==> src/rtl/id_stage.sv <==
// RV32I instruction-decode stage: decode, register-file read, immediate
// generation, load-use hazard detection and the ID/EX pipeline register.
module id_stage #(
  parameter int XLEN = 32
) (
  input  logic            clk,
  input  logic            rst_n,
  input  logic            ifid_valid,
  input  logic [31:0]     ifid_instr,
  input  logic [XLEN-1:0] ifid_pc,
  input  logic            ex_hold,
  input  logic            flush,
  output logic [4:0]      rf_read1,
  output logic [4:0]      rf_read2,
  input  logic [XLEN-1:0] rf_out1,
  input  logic [XLEN-1:0] rf_out2,
  output logic            id_stall,
  output logic            idex_valid,
  output logic [XLEN-1:0] idex_pc,
  output logic [XLEN-1:0] idex_rs1_val,
  output logic [XLEN-1:0] idex_rs2_val,
  output logic [XLEN-1:0] idex_imm,
  output logic [4:0]      idex_rs1,
  output logic [4:0]      idex_rs2,
  output logic [4:0]      idex_rd,
  output logic [2:0]      idex_funct3,
  output logic            idex_funct7b5,
  output logic [3:0]      idex_opclass,
  output logic            idex_reg_we,
  output logic            idex_mem_re,
  output logic            idex_mem_we,
  output logic            idex_alu_imm,
  output logic            idex_illegal
);

  localparam logic [6:0] OP_LUI    = 7'b0110111;
  localparam logic [6:0] OP_AUIPC  = 7'b0010111;
  localparam logic [6:0] OP_JAL    = 7'b1101111;
  localparam logic [6:0] OP_JALR   = 7'b1100111;
  localparam logic [6:0] OP_BRANCH = 7'b1100011;
  localparam logic [6:0] OP_LOAD   = 7'b0000011;
  localparam logic [6:0] OP_STORE  = 7'b0100011;
  localparam logic [6:0] OP_IMM    = 7'b0010011;
  localparam logic [6:0] OP_REG    = 7'b0110011;
  localparam logic [6:0] OP_SYSTEM = 7'b1110011;
  localparam logic [6:0] OP_FENCE  = 7'b0001111;

  typedef enum logic [3:0] {
    C_ILLEGAL = 4'd0,
    C_LUI     = 4'd1,
    C_AUIPC   = 4'd2,
    C_JAL     = 4'd3,
    C_JALR    = 4'd4,
    C_BRANCH  = 4'd5,
    C_LOAD    = 4'd6,
    C_STORE   = 4'd7,
    C_OPIMM   = 4'd8,
    C_OP      = 4'd9,
    C_SYSTEM  = 4'd10
  } opclass_e;

  typedef struct packed {
    logic            valid;
    logic [XLEN-1:0] pc;
    logic [XLEN-1:0] rs1_val;
    logic [XLEN-1:0] rs2_val;
    logic [XLEN-1:0] imm;
    logic [4:0]      rs1;
    logic [4:0]      rs2;
    logic [4:0]      rd;
    logic [2:0]      funct3;
    logic            funct7b5;
    opclass_e        opclass;
    logic            reg_we;
    logic            mem_re;
    logic            mem_we;
    logic            alu_imm;
    logic            illegal;
  } idex_t;

  idex_t dec, q;

  logic [31:0]     ins;
  logic [4:0]      rs1, rs2, rd;
  logic            uses_rs1, uses_rs2, writes_rd, hazard;
  logic [XLEN-1:0] imm_i, imm_s, imm_b, imm_u, imm_j;

  assign ins = ifid_instr;
  assign rs1 = ins[19:15];
  assign rs2 = ins[24:20];
  assign rd  = ins[11:7];

  assign rf_read1 = rs1;
  assign rf_read2 = rs2;

  assign imm_i = {{(XLEN-12){ins[31]}}, ins[31:20]};
  assign imm_s = {{(XLEN-12){ins[31]}}, ins[31:25], ins[11:7]};
  assign imm_b = {{(XLEN-13){ins[31]}}, ins[31], ins[7], ins[30:25], ins[11:8], 1'b0};
  assign imm_u = {{(XLEN-32){ins[31]}}, ins[31:12], 12'b0};
  assign imm_j = {{(XLEN-21){ins[31]}}, ins[31], ins[19:12], ins[20], ins[30:21], 1'b0};

  // Full 7-bit opcode match, so any encoding with ins[1:0] != 2'b11 falls to illegal.
  always_comb begin
    dec       = '0;
    uses_rs1  = 1'b0;
    uses_rs2  = 1'b0;
    writes_rd = 1'b0;
    dec.valid = 1'b1;
    dec.pc    = ifid_pc;
    unique case (ins[6:0])
      OP_LUI: begin
        dec.opclass = C_LUI;   writes_rd = 1'b1; dec.alu_imm = 1'b1; dec.imm = imm_u;
      end
      OP_AUIPC: begin
        dec.opclass = C_AUIPC; writes_rd = 1'b1; dec.alu_imm = 1'b1; dec.imm = imm_u;
      end
      OP_JAL: begin
        dec.opclass = C_JAL;   writes_rd = 1'b1; dec.imm = imm_j;
      end
      OP_JALR: begin
        dec.opclass = C_JALR;  writes_rd = 1'b1; uses_rs1 = 1'b1;
        dec.alu_imm = 1'b1;    dec.imm = imm_i;  dec.funct3 = ins[14:12];
      end
      OP_BRANCH: begin
        dec.opclass = C_BRANCH; uses_rs1 = 1'b1; uses_rs2 = 1'b1;
        dec.imm = imm_b;        dec.funct3 = ins[14:12];
      end
      OP_LOAD: begin
        dec.opclass = C_LOAD;  writes_rd = 1'b1; uses_rs1 = 1'b1; dec.mem_re = 1'b1;
        dec.alu_imm = 1'b1;    dec.imm = imm_i;  dec.funct3 = ins[14:12];
      end
      OP_STORE: begin
        dec.opclass = C_STORE; uses_rs1 = 1'b1; uses_rs2 = 1'b1; dec.mem_we = 1'b1;
        dec.alu_imm = 1'b1;    dec.imm = imm_s; dec.funct3 = ins[14:12];
      end
      OP_IMM: begin
        dec.opclass = C_OPIMM; writes_rd = 1'b1; uses_rs1 = 1'b1;
        dec.alu_imm = 1'b1;    dec.imm = imm_i;  dec.funct3 = ins[14:12];
        // Only shifts carry a meaningful instr[30] (SRLI vs SRAI).
        dec.funct7b5 = (ins[13:12] == 2'b01) ? ins[30] : 1'b0;
      end
      OP_REG: begin
        dec.opclass  = C_OP;   writes_rd = 1'b1; uses_rs1 = 1'b1; uses_rs2 = 1'b1;
        dec.funct3   = ins[14:12];
        dec.funct7b5 = ins[30];
      end
      OP_SYSTEM, OP_FENCE: begin
        dec.opclass = C_SYSTEM; dec.funct3 = ins[14:12];
      end
      default: dec.illegal = 1'b1;
    endcase
    dec.rs1     = uses_rs1 ? rs1 : 5'd0;
    dec.rs2     = uses_rs2 ? rs2 : 5'd0;
    dec.reg_we  = writes_rd && (rd != 5'd0);
    dec.rd      = dec.reg_we ? rd : 5'd0;
    dec.rs1_val = uses_rs1 ? rf_out1 : '0;
    dec.rs2_val = uses_rs2 ? rf_out2 : '0;
  end

  // A load in EX whose destination is read here cannot be forwarded in time.
  assign hazard = q.valid && q.mem_re && (q.rd != 5'd0) && ifid_valid &&
                  ((uses_rs1 && (rs1 == q.rd)) || (uses_rs2 && (rs2 == q.rd)));

  assign id_stall = rst_n && !flush && (ex_hold || hazard);

  always_ff @(posedge clk) begin
    if (!rst_n)          q <= '0;
    else if (flush)      q <= '0;
    else if (ex_hold)    q <= q;
    else if (hazard)     q <= '0;
    else if (ifid_valid) q <= dec;
    else                 q <= '0;
  end

  assign idex_valid    = q.valid;
  assign idex_pc       = q.pc;
  assign idex_rs1_val  = q.rs1_val;
  assign idex_rs2_val  = q.rs2_val;
  assign idex_imm      = q.imm;
  assign idex_rs1      = q.rs1;
  assign idex_rs2      = q.rs2;
  assign idex_rd       = q.rd;
  assign idex_funct3   = q.funct3;
  assign idex_funct7b5 = q.funct7b5;
  assign idex_opclass  = q.opclass;
  assign idex_reg_we   = q.reg_we;
  assign idex_mem_re   = q.mem_re;
  assign idex_mem_we   = q.mem_we;
  assign idex_alu_imm  = q.alu_imm;
  assign idex_illegal  = q.illegal;

endmodule

==> config.mk <==
export PLATFORM = sky130hd
export DESIGN_NAME = id_stage
export DESIGN_NICKNAME = d
export VERILOG_FILES = /design/src/rtl/id_stage.sv
export SDC_FILE = /design/constraint.sdc
export NUM_CORES = 1
export LEC_CHECK = 0
export ABC_AREA = 1
export CORE_UTILIZATION = 45
export CTS_CLUSTER_DIAMETER = 40
export DETAILED_ROUTE_END_ITERATION = 10
export PLACE_DENSITY = 0.85
export SKIP_LAST_GASP = 1
export SLEW_MARGIN = 20
export SYNTH_ARGS = -nofsm -noshare
export SYNTH_HDL_FRONTEND = slang
export SYNTH_SLANG_ARGS = --single-unit
==> constraint.sdc <==
create_clock -name clk -period 4.6 [get_ports clk]
set_input_delay 0.46 -clock clk [delete_from_list [all_inputs] [get_ports clk]]
set_output_delay 0.46 -clock clk [all_outputs]
set_load 0.05 [all_outputs]
==> metrics <==
most frequent cell after synthesis nand2_1; Worst Setup Path Type primary input to primary output; CTS Sinks between 150 and 200; Final WS setup between 1.5 and 2 ns; die footprint ~17000 um2; post-cts resize count 0; first-pass GRT wire length between 30 and 40 mm; vias in the first global route just under 8000; Cell variety after synth 25; Cell Pwr Density 298 nW/um2; commonest cells in the synthesized netlist nand2_1 (301), a21oi_1 (175), dfxtp_1 (157), nand3_1 (132), nor2_1 (113); clock share of power a little under half; Final setup viols 0; Max Slew Vio Count 0; area share of the largest cell type after synthesis 42.2%; Layout Nets about 1500; Antenna diodes 0; crit share post-route a little over three fifths; RSZ-0062 raised after global routing no; Area contributors post-synth dfxtp_1 (42%), nand2_1 (15%), a21oi_1 (12%); Iter 0 DRT Violations 796; Worst Setup Slack post-DPL 1.70 ns; max-cap viol count 0; Max Root-Sink Buffers 2; layout cell share with drive strength beyond 1 approximately 4.3%; Leakage about 3.7 nW; Int Pwr 2.44 mW; hpwl dp between 15 and 20 mm; initial core utilization a little under half; status finished, final reports clean; DIE HEIGHT 131 um; largest net degree at the start of global routing around 160; clock-pin transition on the worst setup and hold timing paths roughly 0.060 ns; Post-synth EDFFs 0; Setup Buffers After CTS 0; TritonCTS buffer count 17; total negative slack 0 ns; Synth Area in Adders 0%; H-tree depth 4; critical path capture point type primary output; area of the core ~16000 um2; Fmax roughly 350 MHz; final WL between 20 and 30 mm; # IOs ~300; row count 46; CP Launch Type primary input; via/cell ratio 5.49; Slew headroom between 30% and 40%; HP Class primary input to flip-flop; port bufs 300; Synth async-reset ratio 0%; gpl congestion between 0.9 and 1; P_sw a little over 0.8 mW; wire per inst roughly 17 um; final total power approximately 3.3 mW; main combinational cell family by area after synthesis simple AND/OR/NAND/NOR gates; Worst-Skew Late Latency ~0.43 ns; worst-margin pin slew between 0.9 and 1 ns; YS warnings 0; Synth Instances about 1100; Sw Ratio roughly a quarter; DP Area just over 10000 um2; mux cell area share after synthesis 0%; Avg Inst Size Synth around 6.8 um2; #FFs+latches synth between 150 and 200; Vias 8528; GR Util All Layers approximately 30%; residual DRC count 0; Initial DRT Pass Iterations 5; logic gate share of total power approximately 11%; area fraction in compound gates after synthesis roughly 13%; worst clock skew roughly 0.011 ns; CP arrival roughly 2.4 ns; die span in x roughly 130 um; XOR/XNOR share of the synthesized area 0.823%; Worst EP required approximately 4.1 ns; Hold Buf Count CTS 0; Synth Area in Simple Gates roughly a third; ANT nets after route 0; root buffer cell clkbuf_16; Synth area leader dfxtp_1; crit path time final 2.88 ns; grt ovf 0; CTS tree yes; Seq/Total Area, Yosys a little over two fifths; Max VDD drop around 0.24 mV; Area Growth Syn to Fin 46.6%; Post-Layout Inst Area around 11000 um2; post-synthesis cell area 7450 um2; initial antenna violation count 0; Syn Nets 1232; Sequential Power Share 42.2%; CP Max Fanout 8; Hold Vio Cnt, Final 0; ys flop type dfxtp_1
-- through the flow --
step	std cells	hold WS [ns]	util, %
floorplan	1099	0.627	-
global placement	1520	0.443	64.3
detailed placement	1520	0.454	64.3
CTS	1552	0.432	68.3
global route	1552	0.449	68.3
finish	1552	0.447	68.3
-- routing by layer --
| metal | global-route usage, % | up-vias | share of wire, % |
|---|---|---|---|
| li1 | - | 4091 | - |
| met1 | 36.6 | 3962 | 41 |
| met2 | 48.1 | 426 | 46 |
| met3 | 7.65 | 49 | 10 |
| met4 | 12.0 | 0 | 2.6 |
| met5 | 0 | - | 0 |
-- worst max-delay path, stage by stage --
cell and delay [ns]:
clkdlybuf4s50_1 0.48, nand2_1 0.12, nor2_2 0.32, nand2_1 0.16, nand3_2 0.11, nand2_1 0.05, nand2_1 0.09, nand2_4 0.07
a21oi_1 0.35, buf_12 0.20
-- cells in the final DEF, fill, tap and decap left out, types with 4 or more instances in the layout --
cell | Yosys | final
xnor2_1 | 4 | 4
clkbuf_16 | 0 | 17
dfxtp_1 | 157 | 157
nor2_1 | 113 | 113
bufinv_16 | 0 | 4
a21oi_1 | 175 | 175
clkdlybuf4s50_1 | 0 | 297
nand4_1 | 55 | 55
buf_4 | 11 | 9
nand3_1 | 132 | 132
nand2_1 | 301 | 300
o21ai_0 | 13 | 13
clkinvlp_4 | 0 | 4
inv_1 | 22 | 22
-- layout make-up --
type	instances	area, um2
Clock inverter	12	185
Fill cell	1427	5080
Tap cell	216	270
Inverter	27	105
Multi-Input combinational cell	810	3670
Clock buffer	20	447
Timing Repair Buffer	310	3110
Sequential cell	157	3140
-- logic make-up (layout without fill, tap and decap cells) --
group | after synthesis | in the layout
buffers and inverters | 132 | 369
flip-flops | 157 | 157
AND/OR/NAND/NOR | 612 | 612
XOR/XNOR | 7 | 7
AO/OA/AOI/OAI | 191 | 191
-- flip-flops by register name, indices dropped and copies added, names as in the netlist, 4 cells and up --
name          cells
idex_imm         32
idex_pc          32
idex_rs1_val     32
idex_rs2_val     32
idex_rd           5
idex_rs1          5
idex_rs2          5
idex_opclass      4
-- path summary, 6_finish.rpt --
kind,from,end,slack (ns),cells after the start
worst max-delay path,ifid_instr[1],id_stall,1.72,10
worst min-delay path,ifid_valid,idex_imm[29],0.45,3
worst max register to register,idex_rd[2],idex_mem_we,2.55,11
worst min register to register,idex_rs1_val[10],idex_rs1_val[10],0.46,2
-- power by group through the flow --
stage	clock network, mW	registers [mW]	logic, mW
floorplan	0	1.43	0.147
global placement	0	1.40	0.354
detailed placement	0	1.40	0.356
CTS	1.54	1.37	0.357
global route	1.59	1.37	0.382
finish	1.52	1.37	0.360
No activity file was read; power rests on OpenSTA's default activity.
